### config.mk
export PLATFORM = sky130hd
export DESIGN_NAME = tone_decoder
export DESIGN_NICKNAME = d
export VERILOG_FILES = /design/src/rtl/tone_pkg.sv /design/src/rtl/period_meter.sv /design/src/rtl/tone_decoder.sv
export SDC_FILE = /design/constraint.sdc
export NUM_CORES = 1
export LEC_CHECK = 0
export CORE_UTILIZATION = 30
export DETAILED_ROUTE_END_ITERATION = 7
export PLACE_DENSITY = 0.51
export SYNTH_ARGS = -nofsm -noshare
export SYNTH_HDL_FRONTEND = slang
export SYNTH_HIERARCHICAL = 1
export SYNTH_SLANG_ARGS = --single-unit
### constraint.sdc
create_clock -name clk -period 3.85 [get_ports clk]
set_input_delay 0.77 -clock clk [delete_from_list [all_inputs] [get_ports clk]]
set_output_delay 0.77 -clock clk [all_outputs]
set_load 0.02 [all_outputs]
### src/rtl/tone_pkg.sv
`default_nettype none
// ============================================================================
// Module      : tone_pkg
// Description : Note codes, tone frequencies and jingle states shared by the
//               buzzer tone generators and the tone decoder.
// Revision    : 1.0 - initial release
// ============================================================================
package tone_pkg;

  typedef enum logic [1:0] {
    NOTE_NONE = 2'd0,
    NOTE_DO   = 2'd1,
    NOTE_BB   = 2'd2,
    NOTE_SOL  = 2'd3
  } note_t;

  localparam int unsigned FREQ_DO  = 523;
  localparam int unsigned FREQ_BB  = 466;
  localparam int unsigned FREQ_SOL = 392;

  typedef enum logic [1:0] {
    J_IDLE = 2'd0,
    J_DO   = 2'd1,
    J_BB   = 2'd2
  } jingle_state_t;

  // Half-period in clock cycles, as seen by an edge-to-edge interval counter.
  function automatic int unsigned half_period_cycles(input int unsigned clk_hz,
                                                     input int unsigned freq_hz);
    return clk_hz / freq_hz / 2 + 1;
  endfunction

endpackage
`default_nettype wire

### src/rtl/period_meter.sv
`default_nettype none
// ============================================================================
// Module      : period_meter
// Description : Synchronises a square wave, detects both edges and measures
//               the edge-to-edge interval with a saturating counter.
// Revision    : 1.0 - initial release
// ============================================================================
module period_meter #(
  parameter int unsigned SILENCE_CYC = 262_143
) (
  input  logic        clk,
  input  logic        reset,
  input  logic        tone_in,
  output logic        edge_valid,
  output logic [17:0] interval,
  output logic        silent
);

  localparam logic [17:0] c_cnt_max = '1;
  localparam logic [17:0] c_silence = 18'(SILENCE_CYC);

  logic [1:0]  r_sync;
  logic        r_prev;
  logic [17:0] r_cnt;
  logic        r_armed;
  logic        w_edge;

  assign w_edge     = r_sync[1] ^ r_prev;
  assign edge_valid = w_edge & r_armed;
  assign interval   = r_cnt;
  // An edge restarts the counter, so it always wins over the silence check.
  assign silent     = r_armed & ~w_edge & (r_cnt == c_silence);

  always_ff @(posedge clk or negedge reset) begin
    if (!reset) begin
      r_sync  <= 2'b00;
      r_prev  <= 1'b0;
      r_cnt   <= 18'd0;
      r_armed <= 1'b0;
    end else begin
      r_sync <= {r_sync[0], tone_in};
      r_prev <= r_sync[1];
      if (w_edge) begin
        r_cnt   <= 18'd1;
        r_armed <= 1'b1;
      end else begin
        if (r_cnt != c_cnt_max) begin
          r_cnt <= r_cnt + 18'd1;
        end
        if (silent) begin
          r_armed <= 1'b0;
        end
      end
    end
  end

endmodule
`default_nettype wire

### src/rtl/tone_decoder.sv
`default_nettype none
// ============================================================================
// Module      : tone_decoder
// Description : Classifies a square-wave tone as Do/Bb/Sol/none, reports the
//               debounced note and flags the Do->Bb->Sol kill jingle.
// Revision    : 1.0 - initial release
// ============================================================================
module tone_decoder #(
  parameter int unsigned CLK_HZ      = 100_000_000,
  parameter int unsigned TOL_SHIFT   = 5,
  parameter int unsigned STABLE_N    = 4,
  parameter int unsigned SILENCE_CYC = 262_143
) (
  input  logic        clk,
  input  logic        reset,
  input  logic        tone_in,
  output logic [1:0]  note,
  output logic        note_valid,
  output logic        note_change,
  output logic        jingle_done,
  output logic [17:0] period
);
  import tone_pkg::*;

  localparam logic [17:0] c_nom_do  = 18'(half_period_cycles(CLK_HZ, FREQ_DO));
  localparam logic [17:0] c_nom_bb  = 18'(half_period_cycles(CLK_HZ, FREQ_BB));
  localparam logic [17:0] c_nom_sol = 18'(half_period_cycles(CLK_HZ, FREQ_SOL));
  localparam logic [17:0] c_do_lo   = c_nom_do  - (c_nom_do  >> TOL_SHIFT);
  localparam logic [17:0] c_do_hi   = c_nom_do  + (c_nom_do  >> TOL_SHIFT);
  localparam logic [17:0] c_bb_lo   = c_nom_bb  - (c_nom_bb  >> TOL_SHIFT);
  localparam logic [17:0] c_bb_hi   = c_nom_bb  + (c_nom_bb  >> TOL_SHIFT);
  localparam logic [17:0] c_sol_lo  = c_nom_sol - (c_nom_sol >> TOL_SHIFT);
  localparam logic [17:0] c_sol_hi  = c_nom_sol + (c_nom_sol >> TOL_SHIFT);
  localparam int unsigned           c_run_w   = $clog2(STABLE_N + 1);
  localparam logic [c_run_w-1:0]    c_run_max = c_run_w'(STABLE_N);
  localparam logic [c_run_w-1:0]    c_run_one = c_run_w'(1);

  logic                w_edge_valid;
  logic                w_silent;
  logic [17:0]         w_interval;
  note_t               w_class;
  note_t               r_note;
  note_t               r_cand;
  logic [c_run_w-1:0]  r_run;
  logic                r_note_valid;
  logic                r_note_change;
  logic [17:0]         r_period;
  jingle_state_t       r_jstate;
  jingle_state_t       w_jstate_nxt;
  logic                w_jingle_done;

  period_meter #(
    .SILENCE_CYC (SILENCE_CYC)
  ) u_meter (
    .clk        (clk),
    .reset      (reset),
    .tone_in    (tone_in),
    .edge_valid (w_edge_valid),
    .interval   (w_interval),
    .silent     (w_silent)
  );

  always_comb begin
    w_class = NOTE_NONE;
    if (w_interval >= c_do_lo && w_interval <= c_do_hi) begin
      w_class = NOTE_DO;
    end else if (w_interval >= c_bb_lo && w_interval <= c_bb_hi) begin
      w_class = NOTE_BB;
    end else if (w_interval >= c_sol_lo && w_interval <= c_sol_hi) begin
      w_class = NOTE_SOL;
    end
  end

  always_ff @(posedge clk or negedge reset) begin
    if (!reset) begin
      r_note        <= NOTE_NONE;
      r_cand        <= NOTE_NONE;
      r_run         <= '0;
      r_note_valid  <= 1'b0;
      r_note_change <= 1'b0;
      r_period      <= 18'd0;
    end else begin
      r_note_change <= 1'b0;
      if (w_silent) begin
        r_cand        <= NOTE_NONE;
        r_run         <= '0;
        r_note        <= NOTE_NONE;
        r_note_valid  <= 1'b0;
        r_note_change <= (r_note != NOTE_NONE);
      end else begin
        if (w_edge_valid) begin
          r_period <= w_interval;
          if (w_class == r_cand) begin
            if (r_run != c_run_max) begin
              r_run <= r_run + c_run_one;
            end
          end else begin
            r_cand <= w_class;
            r_run  <= c_run_one;
          end
        end
        // Runs on the registered candidate, one cycle after the qualifying edge.
        if (r_run == c_run_max && r_cand != r_note) begin
          r_note        <= r_cand;
          r_note_valid  <= (r_cand != NOTE_NONE);
          r_note_change <= 1'b1;
        end
      end
    end
  end

  always_ff @(posedge clk or negedge reset) begin
    if (!reset) begin
      r_jstate <= J_IDLE;
    end else begin
      r_jstate <= w_jstate_nxt;
    end
  end

  always_comb begin
    w_jstate_nxt  = r_jstate;
    w_jingle_done = 1'b0;
    if (r_note_change) begin
      if (r_note == NOTE_DO) begin
        w_jstate_nxt = J_DO;
      end else if (r_jstate == J_DO && r_note == NOTE_BB) begin
        w_jstate_nxt = J_BB;
      end else if (r_jstate == J_BB && r_note == NOTE_SOL) begin
        w_jstate_nxt  = J_IDLE;
        w_jingle_done = 1'b1;
      end else begin
        w_jstate_nxt = J_IDLE;
      end
    end
  end

  assign note        = r_note;
  assign note_valid  = r_note_valid;
  assign note_change = r_note_change;
  assign jingle_done = w_jingle_done;
  assign period      = r_period;

endmodule
`default_nettype wire

==> impl_metrics.json <==
{
  "yosys-top-cells-area": "dfrtp_1 (43%), mux2_2 (5.7%), a21oi_1 (4.1%), nand2_1 (3.4%), mux2i_1 (3.1%)",
  "slew_headroom": 0.582,
  "crit_chain": "ha_1 -> nand4_1 -> nor4_2 -> and4_1 -> inv_1 -> nand2_1 -> buf_4 -> mux2_2",
  "ys_seq_area_frac": 0.434,
  "synth_flop_cell": "dfrtp_1",
  "fin_nets": 332,
  "p_sw_uw": 387,
  "top_layer": "met4",
  "dp_hpwl_um": 5180,
  "total_power_uw": 1220,
  "crit_fanout": 13,
  "reg2reg_slack_ns": 0.71,
  "clock_sinks": 51,
  "reg2reg_depth": 8,
  "syn2layout_area_growth_pct": 16.0,
  "power.density_nw_per_um2": 356,
  "sw_frac_of_total": 0.319,
  "design.core.area_um2": 9370,
  "via_per_inst": 5.30,
  "dieHeight_um": 101,
  "start_util": 0.314,
  "startpoint": "u_meter/interval[1]",
  "path_clk_slew_ns": 0.09,
  "power_frac_clock": 0.251,
  "hold_buffers": 0,
  "avgRoutedWirePerCell_um": 15.7,
  "place.gp.congestion": 0.884,
  "worst_r2r_startpoint": "u_meter/interval[1]",
  "cp.required_ns": 4.04,
  "cellInternalPower_uw": 829,
  "min_path_type": "reg -> reg",
  "grt_max_degree": 31,
  "drt-initial-drc-count": 112,
  "cellLeakagePower_uw": 0.00133,
  "path_depth": 8,
  "fmax_mhz": 319,
  "ant_nets": 0,
  "tritoncts": "built",
  "skew_ns": 0.00618,
  "die-width_um": 101,
  "drc": 0,
  "tightest_slew_ns": 0.621,
  "setup-tns-final_ns": 0,
  "hold_viol": 0,
  "yosysUniqueCellTypes": 61,
  "startpoint_type": "flip-flop",
  "ys_seq_elements": 51,
  "num_antenna_cells": 0,
  "synth_fp_nets": 307,
  "wl_met1_um": 3430,
  "critPathMaxStageDelay_ns": 0.50,
  "cap_violations": 0,
  "crit_type": "reg -> reg",
  "overflow": 0,
  "nFillCells": 988,
  "synthCells": 301,
  "synth_area_leader_cell": "dfrtp_1",
  "min_from": "u_meter/r_sync[0]",
  "place.port_buffers": 25,
  "combinationalPowerShare": 0.214,
  "wl_met3_um": 262,
  "cp-endpoint": "period[1]",
  "max-clock-path-buffers": 2,
  "setup-violations-final": 0,
  "post_cts_buffers": 0,
  "syn_area_per_cell_um2": 9.77,
  "yosysWarningCount": 6,
  "crit_arrival_ns": 3.33,
  "grt_usage": 0.152,
  "clkLatencyLatePin_ns": 0.30,
  "synth-edff-count": 0,
  "crit_family": "simple AND/OR/NAND/NOR gates",
  "drt_wl_total_um": 7170,
  "rows": 35,
  "pwr-share-seq": 0.535,
  "slowest_stage": "dfrtp_1",
  "min_period_ns": 3.14,
  "wl_met2_um": 3390,
  "drv_slew": 0,
  "r2r_end": "period[1]",
  "pin_count": 26,
  "postCtsResizedCells": 0,
  "crit_buf_inv": 2,
  "yosysMostFrequentCell": "dfrtp_1",
  "drive_above_1_share": 0.131,
  "finalCritPeriodShare": 0.814,
  "grt_pass1_vias": 2436,
  "rsz0062_at_grt": "false",
  "grt_pass1_wl_um": 12200,
  "outcome": "finished clean",
  "synth.top_cells.by_count": "dfrtp_1 (51), nand2_1 (27), a21oi_1 (24)",
  "die_area_um2": 10200,
  "root_buffer": "clkbuf_8",
  "cp-end-kind": "flip-flop",
  "synth_top_area_share": 0.434,
  "drt-pass1-iter-count": 4,
  "syn_area_um2": 2940,
  "ir_drop_uv": 193,
  "cts_made_buffers": 5,
  "antenna_found_initial": 0,
  "routed-via-count": 2417,
  "async_reset_ff_frac": 1.00,
  "htree_levels": 2
}
through the flow:
| step | cells | worst slack, ns | instance area, um2 | hold slack (ns) | utilization |
|---|---|---|---|---|---|
| global placement | 448 | 0.796 | 3330 | 0.343 | 0.355 |
| floorplan | 301 | 1.19 | 2940 | 0.331 | - |
| detailed placement | 448 | 0.716 | 3330 | 0.340 | 0.355 |
| finish | 456 | 0.715 | 3410 | 0.358 | 0.364 |
| global route | 456 | 0.476 | 3410 | 0.376 | 0.364 |
| CTS | 456 | 0.713 | 3410 | 0.364 | 0.364 |
area by class of cell:
cell class | instances | area [um2] | share of cell area
inverters | 13 | 48.8 | 0.0143
clock buffers | 6 | 72.6 | 0.0213
clock inverters | 2 | 12.5 | 0.00367
repair buffers | 30 | 283 | 0.0829
multi-input cells | 225 | 1560 | 0.457
well taps | 129 | 161 | 0.0473
flip-flops and latches | 51 | 1280 | 0.374
how the worst min path moves through the flow:
stage / end / slack, ns / depth (start not counted)
3_5_place_dp: u_meter/r_sync[1] / 0.34 / 0
3_3_place_gp: u_meter/r_sync[1] / 0.34 / 0
2_1_floorplan: u_meter/r_sync[1] / 0.33 / 0
4_1_cts: u_meter/r_sync[1] / 0.36 / 0
6_report: u_meter/r_sync[1] / 0.36 / 0
5_1_grt: u_meter/r_sync[1] / 0.38 / 0
state kept, by name (all words and copies together) (netlist names):
name	flops
period	18
u_meter/interval	18
r_run	3
note	2
r_cand	2
r_jstate	2
u_meter/r_sync	2
note_change	1
note_valid	1
u_meter/r_armed	1
u_meter/r_prev	1
power by group through the flow:
stage / registers, uW / clock network [uW] / logic, uW
detailed placement: 660 / 0 / 262
finish: 650 / 305 / 260
floorplan: 658 / 0 / 166
global placement: 660 / 0 / 258
CTS: 649 / 322 / 263
global route: 662 / 345 / 292
placed cells by master (no fill, tap or decap), types with 4 or more instances in the layout:
| master | Yosys | final |
|---|---|---|
| a211oi_1 | 5 | 5 |
| a21oi_1 | 24 | 24 |
| and2_1 | 4 | 4 |
| and3_1 | 4 | 4 |
| and4_1 | 4 | 4 |
| buf_4 | 0 | 5 |
| clkbuf_8 | 0 | 5 |
| clkdlybuf4s50_1 | 0 | 24 |
| dfrtp_1 | 51 | 51 |
| inv_1 | 13 | 13 |
| mux2_2 | 15 | 15 |
| mux2i_1 | 9 | 9 |
| nand2_1 | 27 | 27 |
| nand2b_1 | 10 | 10 |
| nand3_1 | 17 | 17 |
| nand3b_1 | 4 | 4 |
| nand4_1 | 4 | 4 |
| nor2_1 | 10 | 10 |
| nor3_1 | 12 | 12 |
| nor4_1 | 5 | 5 |
| o21ai_0 | 11 | 11 |
per-layer routing:
layer | track usage | up-vias
met5 | 0 | -
met4 | 0.0334 | 0
met3 | 0.0270 | 8
met2 | 0.242 | 46
met1 | 0.215 | 1189
li1 | - | 1174
kinds of logic after synthesis:
kind of cell	Yosys count	synth area share
compound gates	75	0.178
xor+xnor	2	0.00596
fa+ha+maj	3	0.0128
buf+inv	25	0.0362
flops	51	0.434
mux	24	0.0881
simple gates	121	0.245
No activity file was read; power rests on OpenSTA's default activity.
